[config.mk]
export PLATFORM = sky130hd
export DESIGN_NAME = apu_mixer
export DESIGN_NICKNAME = d
export VERILOG_FILES = /design/src/rtl/apu_mixer_pkg.sv /design/src/rtl/apu_mixer_side.sv /design/src/rtl/apu_mixer.sv
export SDC_FILE = /design/constraint.sdc
export NUM_CORES = 1
export LEC_CHECK = 0
export CAP_MARGIN = 5
export CORE_MARGIN = 1
export CORE_UTILIZATION = 45
export DETAILED_ROUTE_END_ITERATION = 16
export DONT_BUFFER_PORTS = 1
export PLACE_DENSITY = 0.71
export REMOVE_ABC_BUFFERS = 1
export SYNTH_ARGS = -nofsm -noshare
export SYNTH_HDL_FRONTEND = slang
export SYNTH_SLANG_ARGS = --single-unit
[constraint.sdc]
create_clock -name apuv_4mhz -period 5.6 [get_ports apuv_4mhz]
set_input_delay 0.84 -clock apuv_4mhz [delete_from_list [all_inputs] [get_ports apuv_4mhz]]
set_output_delay 0.84 -clock apuv_4mhz [all_outputs]
set_load 0.01 [all_outputs]
[src/rtl/apu_mixer_pkg.sv]
// Shared types and helpers for the APU output mixer.
package apu_mixer_pkg;

    typedef logic signed [4:0]  dac_t;
    typedef logic signed [7:0]  sum_t;
    typedef logic signed [10:0] prod_t;
    typedef logic signed [15:0] sample_t;

    localparam int unsigned OUT_SHIFT = 5;

    // Bipolar DAC: code 0..15 maps to -15..+15 in steps of 2; disabled reads as 0.
    function automatic dac_t dac_term(input logic [3:0] code, input logic en);
        dac_t t;
        t = en ? (dac_t'({code, 1'b0}) - dac_t'(5'd15)) : '0;
        return t;
    endfunction

endpackage

[src/rtl/apu_mixer_side.sv]
// One output side of the mixer: pan/sum, volume multiply, box-car accumulator
// and output register. Optional DC-blocking filter under APU_MIXER_HPF_EN.
module apu_mixer_side
    import apu_mixer_pkg::*;
#(
    parameter int unsigned DECIM_LOG2 = 2
`ifdef APU_MIXER_HPF_EN
    ,
    parameter int unsigned HPF_SHIFT  = 8
`endif
) (
    input  logic    clk,
    input  logic    rst_n,
    input  dac_t    term [4],
    input  logic [3:0] pan,
    input  dac_t    vin_term,
    input  logic [2:0] nvolume,
    input  logic    acc_en,
    input  logic    load,
    output sample_t sample
);

    localparam int unsigned AccW = 11 + DECIM_LOG2;

    sum_t       sum_d, sum_q;
    logic [3:0] mult_d, mult_q;
    prod_t      prod_d, prod_q;

    logic signed [AccW-1:0] acc_q, acc_sum, avg;
    sample_t                x, y;

    always_comb begin
        sum_d = sum_t'(vin_term);
        for (int n = 0; n < 4; n++) begin
            if (pan[n]) begin
                sum_d = sum_d + sum_t'(term[n]);
            end
        end
        mult_d = {1'b0, ~nvolume} + 4'd1;
    end

    always_comb begin
        prod_d  = prod_t'(sum_q) * prod_t'({1'b0, mult_q});
        acc_sum = acc_q + AccW'(prod_q);
        avg     = acc_sum >>> DECIM_LOG2;
        // Averages stay within +-600, so widening the whole accumulator is exact.
        x       = sample_t'(avg) <<< OUT_SHIFT;
    end

`ifdef APU_MIXER_HPF_EN
    logic signed [23:0] cap_q, cap_d;
    logic signed [17:0] diff;

    always_comb begin
        diff = 18'(x) - 18'(cap_q >>> 8);
        if (diff > 18'sd32767) begin
            y = 16'sh7fff;
        end else if (diff < -18'sd32768) begin
            y = 16'sh8000;
        end else begin
            y = sample_t'(diff);
        end
        cap_d = cap_q + (24'(y) <<< (8 - HPF_SHIFT));
    end

    always_ff @(posedge clk or negedge rst_n) begin
        if (!rst_n) begin
            cap_q <= '0;
        end else if (load) begin
            cap_q <= cap_d;
        end
    end
`else
    always_comb begin
        y = x;
    end
`endif

    always_ff @(posedge clk or negedge rst_n) begin
        if (!rst_n) begin
            sum_q  <= '0;
            mult_q <= '0;
            prod_q <= '0;
            acc_q  <= '0;
            sample <= '0;
        end else begin
            sum_q  <= sum_d;
            mult_q <= mult_d;
            prod_q <= prod_d;
            if (acc_en) begin
                acc_q <= load ? '0 : acc_sum;
            end
            if (load) begin
                sample <= y;
            end
        end
    end

endmodule

[src/rtl/apu_mixer.sv]
// APU output mixer: NR51 panning, NR50 volume and box-car decimation to
// signed 16-bit PCM. Optional high-pass filter enabled by APU_MIXER_HPF_EN.
module apu_mixer
    import apu_mixer_pkg::*;
#(
    parameter int unsigned DECIM_LOG2 = 2,
    parameter int unsigned HPF_SHIFT  = 8
) (
    input  logic       apuv_4mhz,
    input  logic       napu_reset,
    input  logic       sample_tick,
    input  logic [3:0] ch1_dac,
    input  logic [3:0] ch2_dac,
    input  logic [3:0] ch3_dac,
    input  logic [3:0] ch4_dac,
    input  logic [3:0] ch_dac_en,
    input  logic [3:0] vin_level,
    input  logic [3:0] rmixer,
    input  logic [3:0] lmixer,
    input  logic [2:0] nrvolume,
    input  logic [2:0] nlvolume,
    input  logic       vin_r_ena,
    input  logic       vin_l_ena,
    output sample_t    left_out,
    output sample_t    right_out,
    output logic       out_valid
);

    localparam int unsigned CntW = (DECIM_LOG2 > 0) ? DECIM_LOG2 : 1;
    localparam logic [CntW-1:0] CntLast = CntW'((1 << DECIM_LOG2) - 1);

    if (HPF_SHIFT < 1 || HPF_SHIFT > 8 || DECIM_LOG2 > 4) begin : g_param_check
        $error("apu_mixer: parameter out of range");
    end

    dac_t       term_q [4];
    dac_t       vin_r_q, vin_l_q;
    logic [3:0] rpan_q, lpan_q;
    logic [2:0] nrvol_q, nlvol_q;
    logic       v1_q, v2_q, v3_q;
    logic [CntW-1:0] cnt_q;
    logic       wrap, load;

    assign wrap = (cnt_q == CntLast);
    assign load = v3_q && wrap;

    always_ff @(posedge apuv_4mhz or negedge napu_reset) begin
        if (!napu_reset) begin
            for (int n = 0; n < 4; n++) begin
                term_q[n] <= '0;
            end
            vin_r_q   <= '0;
            vin_l_q   <= '0;
            rpan_q    <= '0;
            lpan_q    <= '0;
            nrvol_q   <= '0;
            nlvol_q   <= '0;
            v1_q      <= 1'b0;
            v2_q      <= 1'b0;
            v3_q      <= 1'b0;
            cnt_q     <= '0;
            out_valid <= 1'b0;
        end else begin
            v1_q      <= sample_tick;
            v2_q      <= v1_q;
            v3_q      <= v2_q;
            out_valid <= load;
            if (sample_tick) begin
                term_q[0] <= dac_term(ch1_dac, ch_dac_en[0]);
                term_q[1] <= dac_term(ch2_dac, ch_dac_en[1]);
                term_q[2] <= dac_term(ch3_dac, ch_dac_en[2]);
                term_q[3] <= dac_term(ch4_dac, ch_dac_en[3]);
                vin_r_q   <= dac_term(vin_level, vin_r_ena);
                vin_l_q   <= dac_term(vin_level, vin_l_ena);
                rpan_q    <= rmixer;
                lpan_q    <= lmixer;
                nrvol_q   <= nrvolume;
                nlvol_q   <= nlvolume;
            end
            // Shared window counter keeps both sides' decimation phase locked.
            if (v3_q) begin
                cnt_q <= wrap ? '0 : cnt_q + 1'b1;
            end
        end
    end

    apu_mixer_side #(
        .DECIM_LOG2 (DECIM_LOG2)
`ifdef APU_MIXER_HPF_EN
        ,
        .HPF_SHIFT  (HPF_SHIFT)
`endif
    ) u_left (
        .clk      (apuv_4mhz),
        .rst_n    (napu_reset),
        .term     (term_q),
        .pan      (lpan_q),
        .vin_term (vin_l_q),
        .nvolume  (nlvol_q),
        .acc_en   (v3_q),
        .load     (load),
        .sample   (left_out)
    );

    apu_mixer_side #(
        .DECIM_LOG2 (DECIM_LOG2)
`ifdef APU_MIXER_HPF_EN
        ,
        .HPF_SHIFT  (HPF_SHIFT)
`endif
    ) u_right (
        .clk      (apuv_4mhz),
        .rst_n    (napu_reset),
        .term     (term_q),
        .pan      (rpan_q),
        .vin_term (vin_r_q),
        .nvolume  (nrvol_q),
        .acc_en   (v3_q),
        .load     (load),
        .sample   (right_out)
    );

endmodule

### Yosys cells after proc, flatten, opt, wreduce, memory -nomap -nowiden

Cells that the tools add are included.

| cells by class | value |
|---|---|
| $add $sub $neg | 18 |
| equal/unequal tests | 1 |
| bitwise operators | 2 |
| $mul | 2 |
| reduce and logical (&&, ||, !) cells | 1 |
| multiplexer cells | 17 |

Operator list:

| cell | number |
|---|---|
| 2-to-1 mux 8 bit | 8 |
| adder 8 x 5 -> 8 bit | 6 |
| 2-to-1 mux 5 bit | 6 |
| adder 13 x 11 -> 13 bit | 2 |
| 2-to-1 mux 13 bit | 2 |
| subtractor 5 x 4 -> 5 bit (second input constant) | 5 |
| multiplier 8 x 5 -> 11 bit | 2 |
| adder 5 x 5 -> 6 bit | 2 |
| adder 3 x 1 -> 4 bit (second input constant) | 2 |
| NOT 3 bit | 2 |
| adder 2 x 1 -> 2 bit (second input constant) | 1 |
| equality test 2 bit (second input constant) | 1 |
| 2-to-1 mux 2 bit | 1 |
| logical AND 1 bit | 1 |

| storage, ports and cells | value |
|---|---|
| logic and storage cells | 66 |
| bits of input ports | 43 |
| output and inout bits | 33 |
| register bits | 144 |

### Depth between registers and ports, before layout

Gate-level depths: netlist of run 1.

| depth | value |
|---|---|
| word-level depth | 8 |
| gate-level depth with buffers | 25 |
| mapped depth without buffers | 25 |

### By module

Synthesis of run 1 repeated with hierarchy kept, for this count alone.

| second synthesis, totals | value |
|---|---|
| cells, all modules | 1101 |
| area total of the unflattened synthesis | 10709.0 um2 |

By module, submodules not included:

| module | cells each | times used | area each (um2) | seq. area each (um2) |
|---|---|---|---|---|
| apu_mixer_side at u_left | 476 | 1 | 4399.2 | 1176.1 |
| apu_mixer_side at u_right | 471 | 1 | 4385.5 | 1176.1 |
| apu_mixer | 154 | 1 | 1924.3 | 1251.2 |

### Worst setup path before layout of run 1

No wires, ideal clock.

| timing path | value |
|---|---|
| path kind | register to register |
| start | register term_q[15] in the netlist's numbering |
| end | register u_left.sum_q[7] |
| arrival | 4601 ps |
| path buffers | 0 |
| data required time | 5475 ps |
| stages on the path, launching flop included | 23 |
| setup time | 125 ps |
| period minus slack after synthesis | 4727 ps |
| setup slack | 873 ps |
| cells stage by stage | dfrtp_1 > ha_1 > inv_1 > fa_1 > nand2_1 > o21ai_0 > fa_1 > nor2b_1 > o21a_1 > nor2_1 > xnor2_1 > mux2_4 > ha_1 > a21boi_0 > o21ai_0 > o21a_1 > ha_1 > and3_1 > a2111oi_2 > o2bb2ai_1 > mux2i_1 > xnor2_1 > xnor2_1 |

| between the ends | value |
|---|---|
| longest elaborated chain between the ends | 8 |

Ends and longest elaborated chain:

| item | line | RTL |
|---|---|---|
| start: declaration | apu_mixer.sv:36 | `dac_t term_q [4];` |
| adder 5 x 5 -> 6 bit * | apu_mixer_side.sv:36 | `sum_d = sum_d + sum_t'(term[n]);` |
| 2-to-1 mux 8 bit * | apu_mixer_side.sv:35 | `if (pan[n]) begin` |
| adder 8 x 5 -> 8 bit | apu_mixer_side.sv:36 |  |
| 2-to-1 mux 8 bit * | apu_mixer_side.sv:35 |  |
| adder 8 x 5 -> 8 bit | apu_mixer_side.sv:36 |  |
| 2-to-1 mux 8 bit * | apu_mixer_side.sv:35 |  |
| adder 8 x 5 -> 8 bit | apu_mixer_side.sv:36 |  |
| 2-to-1 mux 8 bit * | apu_mixer_side.sv:35 |  |
| via u_left.sum_d[7] | apu_mixer_side.sv:25 | `sum_t sum_d, sum_q;` |
| end signal: assignment | apu_mixer_side.sv:87 | `sum_q <= sum_d;` |
| end: declaration | apu_mixer_side.sv:25 |  |

Mark *: on every way through the listed nets, which the timed path passes. The rest lies on a longest branch.
A chain may end at the register's enable or synchronous reset.

### Worst setup path in the final report of run 1

Ends and elaborated chain as after synthesis.

==> results of run 1 <==
[synthesized netlist by cell type, types with 3 or more instances]
| library cell | n | area, um2 |
|---|---|---|
| inv_1 | 128 | 480 |
| a21oi_1 | 49 | 245 |
| a31oi_1 | 4 | 25.0 |
| and2_1 | 51 | 319 |
| a31o_2 | 4 | 35.0 |
| mux2_2 | 38 | 428 |
| o31ai_1 | 4 | 30.0 |
| nand2_1 | 87 | 327 |
| xnor2_1 | 57 | 499 |
| o21a_1 | 11 | 82.6 |
| or2_2 | 4 | 25.0 |
| clkbuf_1 | 22 | 82.6 |
| dfrtp_1 | 144 | 3600 |
| o21bai_1 | 8 | 60.1 |
| o21ai_0 | 79 | 395 |
| buf_1 | 5 | 18.8 |
| nand2b_1 | 7 | 43.8 |
| a211oi_1 | 4 | 30.0 |
| o41ai_1 | 3 | 26.3 |
| buf_4 | 12 | 90.1 |
| nor3_1 | 13 | 65.1 |
| ha_1 | 115 | 1440 |
| a21oi_2 | 3 | 26.3 |
| nand3_1 | 27 | 135 |
| xor2_1 | 29 | 254 |
| a21o_1 | 21 | 158 |
| nand3b_1 | 8 | 60.1 |
| nor2b_1 | 10 | 62.6 |
| a22o_1 | 3 | 26.3 |
| mux2i_1 | 13 | 130 |
| and3_1 | 3 | 18.8 |
| o21ai_1 | 5 | 25.0 |
| o2bb2ai_1 | 20 | 175 |
| nor2_1 | 39 | 146 |
| or3_1 | 3 | 18.8 |
| fa_1 | 38 | 761 |
[registers in the layout, indices dropped and copies added (netlist names)]
signal and flops:
cnt_q 2, rpan_q 4, v3_q 1, u_right.acc_q 13
nrvol_q 3, out_valid 1, vin_r_q 5, u_left.mult_q 4
u_right.sum_q 8, u_left.sample 11, term_q 20, lpan_q 4
u_right.mult_q 4, v2_q 1, v1_q 1, vin_l_q 5
u_left.prod_q 11, u_left.sum_q 8, u_right.sample 11, nlvol_q 3
u_right.prod_q 11, u_left.acc_q 13
[report_power, final]
group / total, mW / leakage [nW] / switching [mW] / internal, mW
sequential: 1.72 / 1.77 / 0.303 / 1.41
combinational: 3.36 / 3.44 / 1.81 / 1.55
clock: 1.20 / 0.283 / 0.453 / 0.748
total: 6.28 / 5.50 / 2.56 / 3.72
[cell type report]
class / count / area (um2) / share of cell area, %
clock buffer: 20 / 437 / 3.78
clock inverter: 12 / 184 / 1.59
inverter: 128 / 480 / 4.16
multi-input combinational: 804 / 6430 / 55.6
sequential: 144 / 3600 / 31.2
tap: 319 / 399 / 3.45
timing repair buffer: 3 / 22.5 / 0.195
[stage by stage]
stage          power [mW]  setup slack, ns
4_1_cts              6.35            0.387
2_1_floorplan        4.44            0.866
3_3_place_gp         4.96            0.642
5_1_grt              6.92           0.0255
6_report             6.28            0.442
3_5_place_dp         5.09            0.408
[worst max-delay path, cell delays in order (launching register included)]
cell       delay [ns]
dfrtp_1          0.38
ha_1             0.18
inv_1            0.06
fa_1             0.48
nand2_1          0.05
o21ai_0          0.19
inv_1            0.08
ha_1             0.28
a21o_1           0.19
a21oi_2          0.17
xnor2_1          0.07
mux2_2           0.28
ha_1             0.33
o21ai_0          0.13
a21boi_0         0.24
o21ai_0          0.12
o21a_1           0.15
ha_1             0.35
and3_1           0.22
a2111oi_2        0.38
o2bb2ai_1        0.18
mux2i_1          0.25
xnor2_1          0.16
xnor2_1          0.14
[routing by layer]
metal / vias up / GRT usage [%]
met5: - / 0
met4: 0 / 5.51
met3: 17 / 3.33
met2: 129 / 31.3
met1: 3573 / 21.1
li1: 3720 / -
[placed cells by master, fill, tap and decap left out, types with 10 or more instances in the layout]
cell type | netlist | routed
dfrtp_1 | 144 | 144
inv_1 | 128 | 128
ha_1 | 115 | 115
nand2_1 | 87 | 87
o21ai_0 | 79 | 79
xnor2_1 | 57 | 57
and2_1 | 51 | 51
a21oi_1 | 49 | 49
nor2_1 | 39 | 39
mux2_2 | 38 | 38
fa_1 | 38 | 38
xor2_1 | 29 | 29
nand3_1 | 27 | 27
a21o_1 | 21 | 21
o2bb2ai_1 | 20 | 20
clkbuf_16 | 0 | 17
mux2i_1 | 13 | 13
nor3_1 | 13 | 13
o21a_1 | 11 | 11
nor2b_1 | 10 | 10
conb_1 | 1 | 10
[final timing paths]
| check | from | end | slack (ns) |
|---|---|---|---|
| setup / recovery | term_q[15] | u_left.sum_q[7] | 0.44 |
| hold / removal | napu_reset | u_right.acc_q[8] | 0.1 |
| setup reg to reg | term_q[15] | u_left.sum_q[7] | 0.44 |
| hold reg to reg | v1_q | v2_q | 0.35 |
| max in group asynchronous | napu_reset | lpan_q[0] | 5.31 |
| min in group apuv_4mhz | v1_q | v2_q | 0.35 |
[logic make-up (layout without fill, tap and decap cells)]
kind of cell | Yosys count | count (layout)
and+or+nand+nor | 262 | 262
AOI/OAI and AO/OA | 241 | 241
buffers and inverters | 169 | 163
adders and majority gates | 153 | 153
DFF | 144 | 144
xor gates and xnor gates | 86 | 86
muxes | 52 | 52
other | 1 | 10
==> insert_results.sql, run 1 <==
INSERT INTO impl_metrics (metric_group, metric, value, unit) VALUES
('global_routing', 'antenna_found_initial', '0', ''),
('timing', 'shortest_period_the_worst_path_allows', '5.16', 'ns'),
('detailed_routing', 'ant_nets', '0', ''),
('worst_setup_path', 'timing.critical_path.arrival', '5.51', 'ns'),
('final_layout', 'antenna-diode-count', '0', ''),
('clocking', 'cts_bufs_inserted', '17', ''),
('clocking', 'cts-htree-levels', '4', ''),
('final_layout', 'post_route_design_area', '11600', 'um2'),
('floorplanning', 'core_region_area', '23400', 'um2'),
('job', 'drv.max_cap_violation_count', '0', ''),
('detailed_routing', 'via_count', '7439', ''),
('placement', 'post_dp_cell_area', '10900', 'um2'),
('logic_synthesis', 'synthesis.yosys.warnings', '0', ''),
('timing', 'rsz0062_at_grt', 'no', ''),
('clocking', 'clkSlewWorstSetupHoldPaths', '0.07', 'ns'),
('final_layout', 'growth_of_design_area_from_synthesis_to_finish', '8.19', '%'),
('floorplanning', 'die_w', '156', 'um'),
('clocking', 'post_cts_buffers', '0', ''),
('final_layout', 'post_route_cells_drive_above_1_share', '8.19', '%'),
('final_layout', 'fin_cells', '1430', ''),
('timing', 'fmax', '0.194', 'GHz'),
('power_and_ir_drop', 'p_per_area', '544', 'nW/um2'),
('logic_synthesis', 'yosys.cell_types.count', '61', ''),
('timing', 'timing_hold_violations_final', '0', ''),
('timing', 'finalSetupTns', '0', 'ns'),
('outcome', 'result_of_the_run', 'finished, final reports clean', ''),
('floorplanning', 'top_level_ports', '76', ''),
('worst_setup_path', 'critPathMaxFanout', '5', ''),
('timing', 'hold-worst-slack', '0.0994', 'ns'),
('min_path', 'type_of_the_tightest_min_delay_check', 'input pin to async pin', ''),
('placement', 'place_inst', '1398', ''),
('detailed_routing', 'drt_first_pass_iters', '4', ''),
('detailed_routing', 'avgRoutedWirePerCell', '13.7', 'um'),
('global_routing', 'grt_max_degree', '145', ''),
('global_routing', 'globalRoute.totalOverflow', '0', ''),
('floorplanning', 'initial_core_util', '45.6', '%'),
('logic_synthesis', 'synth_simple_gate_area_share', '12.1', '%'),
('timing', 'worst_clock_skew', '0.0125', 'ns'),
('global_routing', 'track_usage', '17.5', '%'),
('logic_synthesis', 'part_of_the_yosys_area_used_for_sequential_elements', '33.7', '%'),
('worst_setup_path', 'setup.worst_path.start_class', 'flip-flop', ''),
('clocking', 'root_buffer_master', 'clkbuf_16', ''),
('timing', 'period_share', '92.1', '%'),
('global_routing', 'grt_pass1_wl', '34400', 'um'),
('clocking', 'cts.repair.resized', '0', ''),
('detailed_routing', 'dr_wl_met2', '9910', 'um'),
('logic_synthesis', 'main_combinational_cell_family_by_area_after_synthesis', 'adder cells', ''),
('worst_setup_path', 'r2r_cells', '23', ''),
('detailed_routing', 'wl_met1', '8860', 'um'),
('clocking', 'cts.hold.buffers_added', '0', ''),
('logic_synthesis', 'synthesized_area_fraction_occupied_by_adder_cells', '20.6', '%'),
('clocking', 'cts_max_path_buffers', '2', ''),
('timing', 'finalSetupViolCount', '0', ''),
('logic_synthesis', 'ys_seq_elements', '144', ''),
('logic_synthesis', 'yosys.area_share.xor_xnor', '7.05', '%'),
('worst_setup_path', 'worst-endpoint-required', '5.95', 'ns'),
('clocking', 'worstSkewPairLatency', '0.43', 'ns'),
('worst_setup_path', 'worst-setup-path-type', 'flip-flop to flip-flop', ''),
('power_and_ir_drop', 'vdd.ir_drop.worst', '0.000215', 'V'),
('floorplanning', 'area_of_the_die', '24400', 'um2'),
('final_layout', 'fill_cells', '2162', ''),
('logic_synthesis', 'fraction_of_the_mapped_netlist_area_in_compound_gates', '14.7', '%'),
('placement', 'io_port_bufs', '0', ''),
('logic_synthesis', 'post_synthesis_instance_total', '1108', ''),
('worst_setup_path', 'type_of_element_capturing_the_critical_path', 'flip-flop', ''),
('floorplanning', 'die-height', '156', 'um'),
('clocking', 'cts_tree', 'done', ''),
('detailed_routing', 'amount_of_wire_on_met3_after_detailed_routing', '667', 'um'),
('logic_synthesis', 'synth_enable_flop_cells', '0', ''),
('placement', 'post-dp-hpwl', '14700', 'um'),
('logic_synthesis', 'synth.avg_cell_area', '9.64', 'um2');
Power figures use the tool's default switching activity.
==> inputs of run 2 (changes only) <==
--- a/config.mk
+++ b/config.mk
@@ -5,8 +5,8 @@
 export SDC_FILE = /design/constraint.sdc
 export NUM_CORES = 1
 export LEC_CHECK = 0
+export ABC_CLOCK_PERIOD_IN_PS = 5600
 export CAP_MARGIN = 5
-export CORE_MARGIN = 1
 export CORE_UTILIZATION = 45
 export DETAILED_ROUTE_END_ITERATION = 16
 export DONT_BUFFER_PORTS = 1
==> results of run 2 <==
No change in the layout: final DEF, timing and power equal those of run 1.
